File: src/rtl/vga_timing_pkg.sv
// Mode constants and window arithmetic shared by the VGA timing generator.
package vga_timing_pkg;

  // One raster axis: active span plus porches/sync, all in pixels or lines.
  typedef struct packed {
    int active;
    int fp;
    int sync;
    int bp;
  } vga_axis_t;

  // 640x480@60 (25.175 MHz nominal)
  localparam vga_axis_t VGA640_H  = '{active: 640, fp: 16, sync: 96,  bp: 48};
  localparam vga_axis_t VGA640_V  = '{active: 480, fp: 10, sync: 2,   bp: 33};
  // 800x600@60 (40 MHz nominal)
  localparam vga_axis_t SVGA800_H = '{active: 800, fp: 40, sync: 128, bp: 88};
  localparam vga_axis_t SVGA800_V = '{active: 600, fp: 1,  sync: 4,   bp: 23};

  // Positions per line/frame; order on the axis is sync, bp, active, fp.
  function automatic int axis_total(input vga_axis_t a);
    return a.sync + a.bp + a.active + a.fp;
  endfunction

  // First active position on the axis.
  function automatic int axis_act_first(input vga_axis_t a);
    return a.sync + a.bp;
  endfunction

  // Last active position on the axis.
  function automatic int axis_act_last(input vga_axis_t a);
    return a.sync + a.bp + a.active - 1;
  endfunction

endpackage

File: src/rtl/vga_raster_counter.sv
// h/v raster position counter. START_H/START_V is both the reset position
// and the position held while en is low, so a second instance can run a
// fixed number of pixels ahead of the first and cross line/frame edges on
// its own wraps.
module vga_raster_counter #(
  parameter int H_TOTAL = 800,
  parameter int V_TOTAL = 525,
  parameter int START_H = 0,
  parameter int START_V = 0,
  parameter int CW      = 10
) (
  input  logic          clk,
  input  logic          rst_n,
  input  logic          en,
  output logic [CW-1:0] h,
  output logic [CW-1:0] v
);

  localparam logic [CW-1:0] H_LAST = CW'(H_TOTAL - 1);
  localparam logic [CW-1:0] V_LAST = CW'(V_TOTAL - 1);
  localparam logic [CW-1:0] H0     = CW'(START_H);
  localparam logic [CW-1:0] V0     = CW'(START_V);

  // Advance one pixel per clock; v steps on this counter's own h wrap.
  always_ff @(posedge clk or negedge rst_n) begin
    if (!rst_n) begin
      h <= H0;
      v <= V0;
    end else if (!en) begin
      h <= H0;
      v <= V0;
    end else if (h == H_LAST) begin
      h <= '0;
      v <= (v == V_LAST) ? '0 : v + 1'b1;
    end else begin
      h <= h + 1'b1;
    end
  end

endmodule

File: src/rtl/vga_timing_gen.sv
// Parametrised VGA timing generator and pixel output stage. A display
// counter drives syncs/de/colour; a lookahead counter LOOKAHEAD pixels
// ahead issues coordinates so the pixel source has that many cycles to
// answer. All outputs are registered from the counter state before the edge.
module vga_timing_gen
  import vga_timing_pkg::*;
#(
  parameter int H_ACTIVE  = 640,
  parameter int H_FP      = 16,
  parameter int H_SYNC    = 96,
  parameter int H_BP      = 48,
  parameter int V_ACTIVE  = 480,
  parameter int V_FP      = 10,
  parameter int V_SYNC    = 2,
  parameter int V_BP      = 33,
  parameter bit HS_POL    = 1'b1,
  parameter bit VS_POL    = 1'b1,
  parameter int LOOKAHEAD = 1,
  parameter int RED_W     = 3,
  parameter int GREEN_W   = 3,
  parameter int BLUE_W    = 2,
  parameter int CW        = 10
) (
  input  logic               clk_25M,
  input  logic               rst_n,
  input  logic               en,
  input  logic [RED_W-1:0]   redIn,
  input  logic [GREEN_W-1:0] greenIn,
  input  logic [BLUE_W-1:0]  blueIn,
  output logic [RED_W-1:0]   vgaRed,
  output logic [GREEN_W-1:0] vgaGreen,
  output logic [BLUE_W-1:0]  vgaBlue,
  output logic               Hsync,
  output logic               Vsync,
  output logic               de,
  output logic [CW-1:0]      x_pos,
  output logic [CW-1:0]      y_pos,
  output logic               coord_valid,
  output logic               line_start,
  output logic               frame_start
);

  localparam vga_axis_t H_AX = '{active: H_ACTIVE, fp: H_FP, sync: H_SYNC, bp: H_BP};
  localparam vga_axis_t V_AX = '{active: V_ACTIVE, fp: V_FP, sync: V_SYNC, bp: V_BP};

  localparam int H_TOTAL = axis_total(H_AX);
  localparam int V_TOTAL = axis_total(V_AX);

  localparam logic [CW-1:0] H_A0 = CW'(axis_act_first(H_AX));
  localparam logic [CW-1:0] H_A1 = CW'(axis_act_last(H_AX));
  localparam logic [CW-1:0] V_A0 = CW'(axis_act_first(V_AX));
  localparam logic [CW-1:0] V_A1 = CW'(axis_act_last(V_AX));
  localparam logic [CW-1:0] H_SE = CW'(H_SYNC);
  localparam logic [CW-1:0] V_SE = CW'(V_SYNC);

  logic [CW-1:0] h, v, lh, lv;
  logic          disp_act, look_act;

  vga_raster_counter #(
    .H_TOTAL(H_TOTAL), .V_TOTAL(V_TOTAL),
    .START_H(0), .START_V(0), .CW(CW)
  ) u_disp (
    .clk(clk_25M), .rst_n(rst_n), .en(en), .h(h), .v(v)
  );

  vga_raster_counter #(
    .H_TOTAL(H_TOTAL), .V_TOTAL(V_TOTAL),
    .START_H(LOOKAHEAD), .START_V(0), .CW(CW)
  ) u_look (
    .clk(clk_25M), .rst_n(rst_n), .en(en), .h(lh), .v(lv)
  );

  // Active-window decode for the display and lookahead positions.
  always_comb begin
    disp_act = (h >= H_A0) && (h <= H_A1) && (v >= V_A0) && (v <= V_A1);
    look_act = (lh >= H_A0) && (lh <= H_A1) && (lv >= V_A0) && (lv <= V_A1);
  end

  // Output register stage; en low forces the reset image every edge.
  always_ff @(posedge clk_25M or negedge rst_n) begin
    if (!rst_n) begin
      Hsync       <= ~HS_POL;
      Vsync       <= ~VS_POL;
      de          <= 1'b0;
      vgaRed      <= '0;
      vgaGreen    <= '0;
      vgaBlue     <= '0;
      x_pos       <= '0;
      y_pos       <= '0;
      coord_valid <= 1'b0;
      line_start  <= 1'b0;
      frame_start <= 1'b0;
    end else if (!en) begin
      Hsync       <= ~HS_POL;
      Vsync       <= ~VS_POL;
      de          <= 1'b0;
      vgaRed      <= '0;
      vgaGreen    <= '0;
      vgaBlue     <= '0;
      x_pos       <= '0;
      y_pos       <= '0;
      coord_valid <= 1'b0;
      line_start  <= 1'b0;
      frame_start <= 1'b0;
    end else begin
      Hsync       <= (h < H_SE) ? HS_POL : ~HS_POL;
      Vsync       <= (v < V_SE) ? VS_POL : ~VS_POL;
      de          <= disp_act;
      vgaRed      <= disp_act ? redIn   : '0;
      vgaGreen    <= disp_act ? greenIn : '0;
      vgaBlue     <= disp_act ? blueIn  : '0;
      x_pos       <= look_act ? lh - H_A0 : '0;
      y_pos       <= look_act ? lv - V_A0 : '0;
      coord_valid <= look_act;
      line_start  <= (h == '0);
      frame_start <= (h == '0) && (v == '0);
    end
  end

endmodule

File: config.mk
export PLATFORM = sky130hd
export DESIGN_NAME = vga_timing_gen
export DESIGN_NICKNAME = d
export VERILOG_FILES = /design/src/rtl/vga_timing_pkg.sv /design/src/rtl/vga_raster_counter.sv /design/src/rtl/vga_timing_gen.sv
export SDC_FILE = /design/constraint.sdc
export NUM_CORES = 1
export LEC_CHECK = 0
export ABC_AREA = 1
export BUFFER_PORTS_ARGS = -buffer_cell sky130_fd_sc_hd__buf_4
export CAP_MARGIN = 20
export CORE_UTILIZATION = 60
export DETAILED_ROUTE_END_ITERATION = 7
export GPL_TIMING_DRIVEN = 1
export PLACE_DENSITY_LB_ADDON = 0.12
export SLEW_MARGIN = 20
export SYNTH_ARGS = -nofsm -noshare
export SYNTH_HDL_FRONTEND = slang
export SYNTH_HIERARCHICAL = 1
export SYNTH_SLANG_ARGS = --single-unit
File: constraint.sdc
create_clock -name clk_25M -period 3.1 [get_ports clk_25M]
set_input_delay 0.155 -clock clk_25M [delete_from_list [all_inputs] [get_ports clk_25M]]
set_output_delay 0.155 -clock clk_25M [all_outputs]
set_load 0.01 [all_outputs]
==> flow_metrics.env <==
export IMPL_ys_ff_latch=74
export IMPL_dieWidth_um=85.48
export IMPL_antenna_left=0
export IMPL_synth_avg_cell_area_um2=7.965
export IMPL_crit_arrival_ps=2100
export IMPL_final_nets=593
export IMPL_cp_max_fo=12
export IMPL_seq_power_share_pct=50.0
export IMPL_setup_slack_ps=1230
export IMPL_min_delay_start="greenIn[1]"
export IMPL_rr_worst_depth=6
export IMPL_post_cts_setup_buffers=0
export IMPL_syn_inst=525
export IMPL_finClkSkew_ps=10.90
export IMPL_drtIter0Drc=258
export IMPL_path_class="reg2reg"
export IMPL_viasPerCell=5.225
export IMPL_timing_slew_headroom_pct=39.22
export IMPL_synth_seq_area_share_pct=44.31
export IMPL_max_cap_violations=0
export IMPL_worst_pin_slew_ps=911.8
export IMPL_root_buffer="clkbuf_8"
export IMPL_hold_depth=3
export IMPL_pwr_share_comb_pct=4.3
export IMPL_cp_end_kind="flop"
export IMPL_p_leak_nw=2.630
export IMPL_swShare_pct=22.07
export IMPL_status="finished, final reports clean"
export IMPL_hpwl_um=5472
export IMPL_place_congestion=0.8817
export IMPL_p_switching_mw=0.4365
export IMPL_grt_pass1_vias=3145
export IMPL_antenna_found_initial=0
export IMPL_vdd_ir_drop_max_uv=250.0
export IMPL_drt_wl_total_um=8102
export IMPL_routedWlPerCell_um=12.33
export IMPL_clock_latency_ps=350
export IMPL_reg2reg_slack_ps=1230
export IMPL_fmax_mhz=534.8
export IMPL_hp_class="in2reg"
export IMPL_core_um2=6756
export IMPL_yosysTopAreaCell="dfrtp_1"
export IMPL_synth_async_sr_flop_share_pct=100.0
export IMPL_hold_worst_slack_ps=18.54
export IMPL_synthToLayoutAreaGrowth_pct=14.87
export IMPL_route_vias_total=3433
export IMPL_rsz0062_at_grt="no"
export IMPL_layout_cells_non_filler=657
export IMPL_start_util_pct=61.89
export IMPL_drv_slew=0
export IMPL_cts_sinks=74
export IMPL_cts_max_level=3
export IMPL_drive_above_1_share_pct=20.80
export IMPL_r2r_start="u_look/h[0]"
export IMPL_start_kind="flop"
export IMPL_power_internal_mw=1.542
export IMPL_place_port_buffers=44
export IMPL_grt_max_degree=75
export IMPL_yosys_top_cells_area="dfrtp_1 44%, nand2_1 11%, inv_1 6.4%, nor2_1 6.1%, nand3_1 5.9%"
export IMPL_post_route_util_pct=71.09
export IMPL_cts_made_buffers=9
export IMPL_rows=30
export IMPL_critical_path_required_ps=3330
export IMPL_clock_path_buffers=2
export IMPL_fin_setup_tns_ps=0
export IMPL_drtPass1Iterations=5
export IMPL_syn_nets=546
export IMPL_postCtsResizedCells=0
export IMPL_pre_cts_slack_ps=1256
export IMPL_clkTransAtPathRegs_ps=80
export IMPL_ys_flop_type="dfrtp_1"
export IMPL_r2r_end="u_look/h[3]"
export IMPL_synth_edff_count=0
export IMPL_overflow=0
export IMPL_ys_warn_count=6
export IMPL_hold_viol=0
export IMPL_fp_dieH_um=85.48
export IMPL_grt_usage_pct=23.61
export IMPL_num_antenna_cells=0
export IMPL_setup_viol=0
export IMPL_holdPathEnd="vgaGreen[1]"
export IMPL_fin_crit_sh_pct=60.32
export IMPL_finalCriticalPeriod_ps=1870
export IMPL_yosysTopAreaCellShare_pct=43.69
export IMPL_syn_area_um2=4182
export IMPL_ys_types=38
export IMPL_cts_tree="built"
export IMPL_dieArea_um2=7307
export IMPL_dp_cells=640
export IMPL_p_per_area_nw_per_um2=411.9
export IMPL_grt_pass1_wl_um=13700
export IMPL_drc=0
export IMPL_io_pin_count=45
export IMPL_power_share_clock_pct=45.7
cells by family after synthesis:
kind of cell	Yosys count	share of synthesized area, %
buf+inv	87	8.588
flops	74	44.31
fa+ha+maj	10	2.992
xor+xnor	15	3.142
simple gates	322	38.48
compound gates	17	2.484
through the flow:
step	total power, mW	cell area (µm²)
floorplan	1.047	4182
global placement	1.090	4551
detailed placement	1.093	4551
CTS	1.999	4803
global route	2.052	4803
finish	1.978	4803
worst max-delay path, cell delays in order (launching register included):
cell and delay (ps):
dfstp_2 600, ha_1 200, nand2_2 110, nor2_8 160, nand4_2 320, nand2_1 280
nor2_1 80
synthesized netlist by cell type (4+ instances only):
cell	instances
a21oi_1	8
buf_2	4
dfrtp_1	73
ha_1	10
inv_1	71
inv_2	5
nand2_1	120
nand2_2	7
nand3_1	49
nand3_2	6
nand4_1	18
nor2_1	68
nor2_2	23
nor2_4	5
nor3_1	7
nor3b_1	4
o21ai_0	5
xor2_1	12
cell usage in the layout (no fill, tap or decap), types with 6 or more instances in the layout:
cell type / n
dfrtp_1: 73
inv_1: 71
nor2_2: 23
buf_4: 44
clkbuf_8: 9
a21oi_1: 8
nand2_1: 120
ha_1: 10
nand3_2: 6
nor3_1: 7
nor2_1: 68
nand2_2: 7
nand3_1: 49
nand4_1: 18
xor2_1: 12
layer usage:
| metal | track usage [%] | share of wire (%) | vias up |
|---|---|---|---|
| met1 | 29.48 | 46 | 1608 |
| met2 | 40.36 | 50 | 74 |
| met3 | 3.210 | 3.0 | 11 |
| met5 | 0 | 0 | - |
| li1 | - | - | 1740 |
| met4 | 11.52 | 1.8 | 0 |
area by class of cell:
| class | instances | area [µm²] |
|---|---|---|
| repair buffers | 45 | 340.3 |
| well taps | 80 | 100.1 |
| fillers | 532 | 1953 |
| multi-input cells | 364 | 1969 |
| inverters | 78 | 297.8 |
| clock buffers | 10 | 127.6 |
| clock inverters | 6 | 115.1 |
| flip-flops and latches | 74 | 1853 |
sequential cells by signal, summed over array words and instances, names as in the netlist:
name / cells
u_disp/h: 10
vgaGreen: 3
frame_start: 1
x_pos: 10
u_disp/v: 10
Hsync: 1
Vsync: 1
line_start: 1
vgaBlue: 2
y_pos: 10
coord_valid: 1
u_look/h: 10
u_look/v: 10
vgaRed: 3
de: 1
power groups by stage:
stage / registers (mW) / logic (mW) / clock network [mW]
2_1_floorplan: 1.01 / 0.0395 / 0
3_3_place_gp: 1.01 / 0.0833 / 0
3_5_place_dp: 1.01 / 0.0848 / 0
4_1_cts: 0.989 / 0.0863 / 0.924
5_1_grt: 0.990 / 0.0976 / 0.964
6_report: 0.989 / 0.0846 / 0.905
worst max-delay path by stage:
stage,start,endpoint,slack (ps),cells past startpoint
after floorplan,u_look/h[0],u_look/v[2],1610,7
after global placement,u_look/v[0],x_pos[9],1320,7
after detailed placement,u_look/v[0],x_pos[9],1260,7
after CTS,u_look/h[4],x_pos[9],1230,6
after global routing,u_look/h[0],u_look/h[3],1100,6
final,u_look/h[0],u_look/h[3],1230,6
what timing repair did:
action | CTS | global route
setup endpoints to repair | 0 | 0
hold buffers | 1 | 0
endpoints found under the hold margin | 73 | 0
No activity file was read; power rests on OpenSTA's default activity.
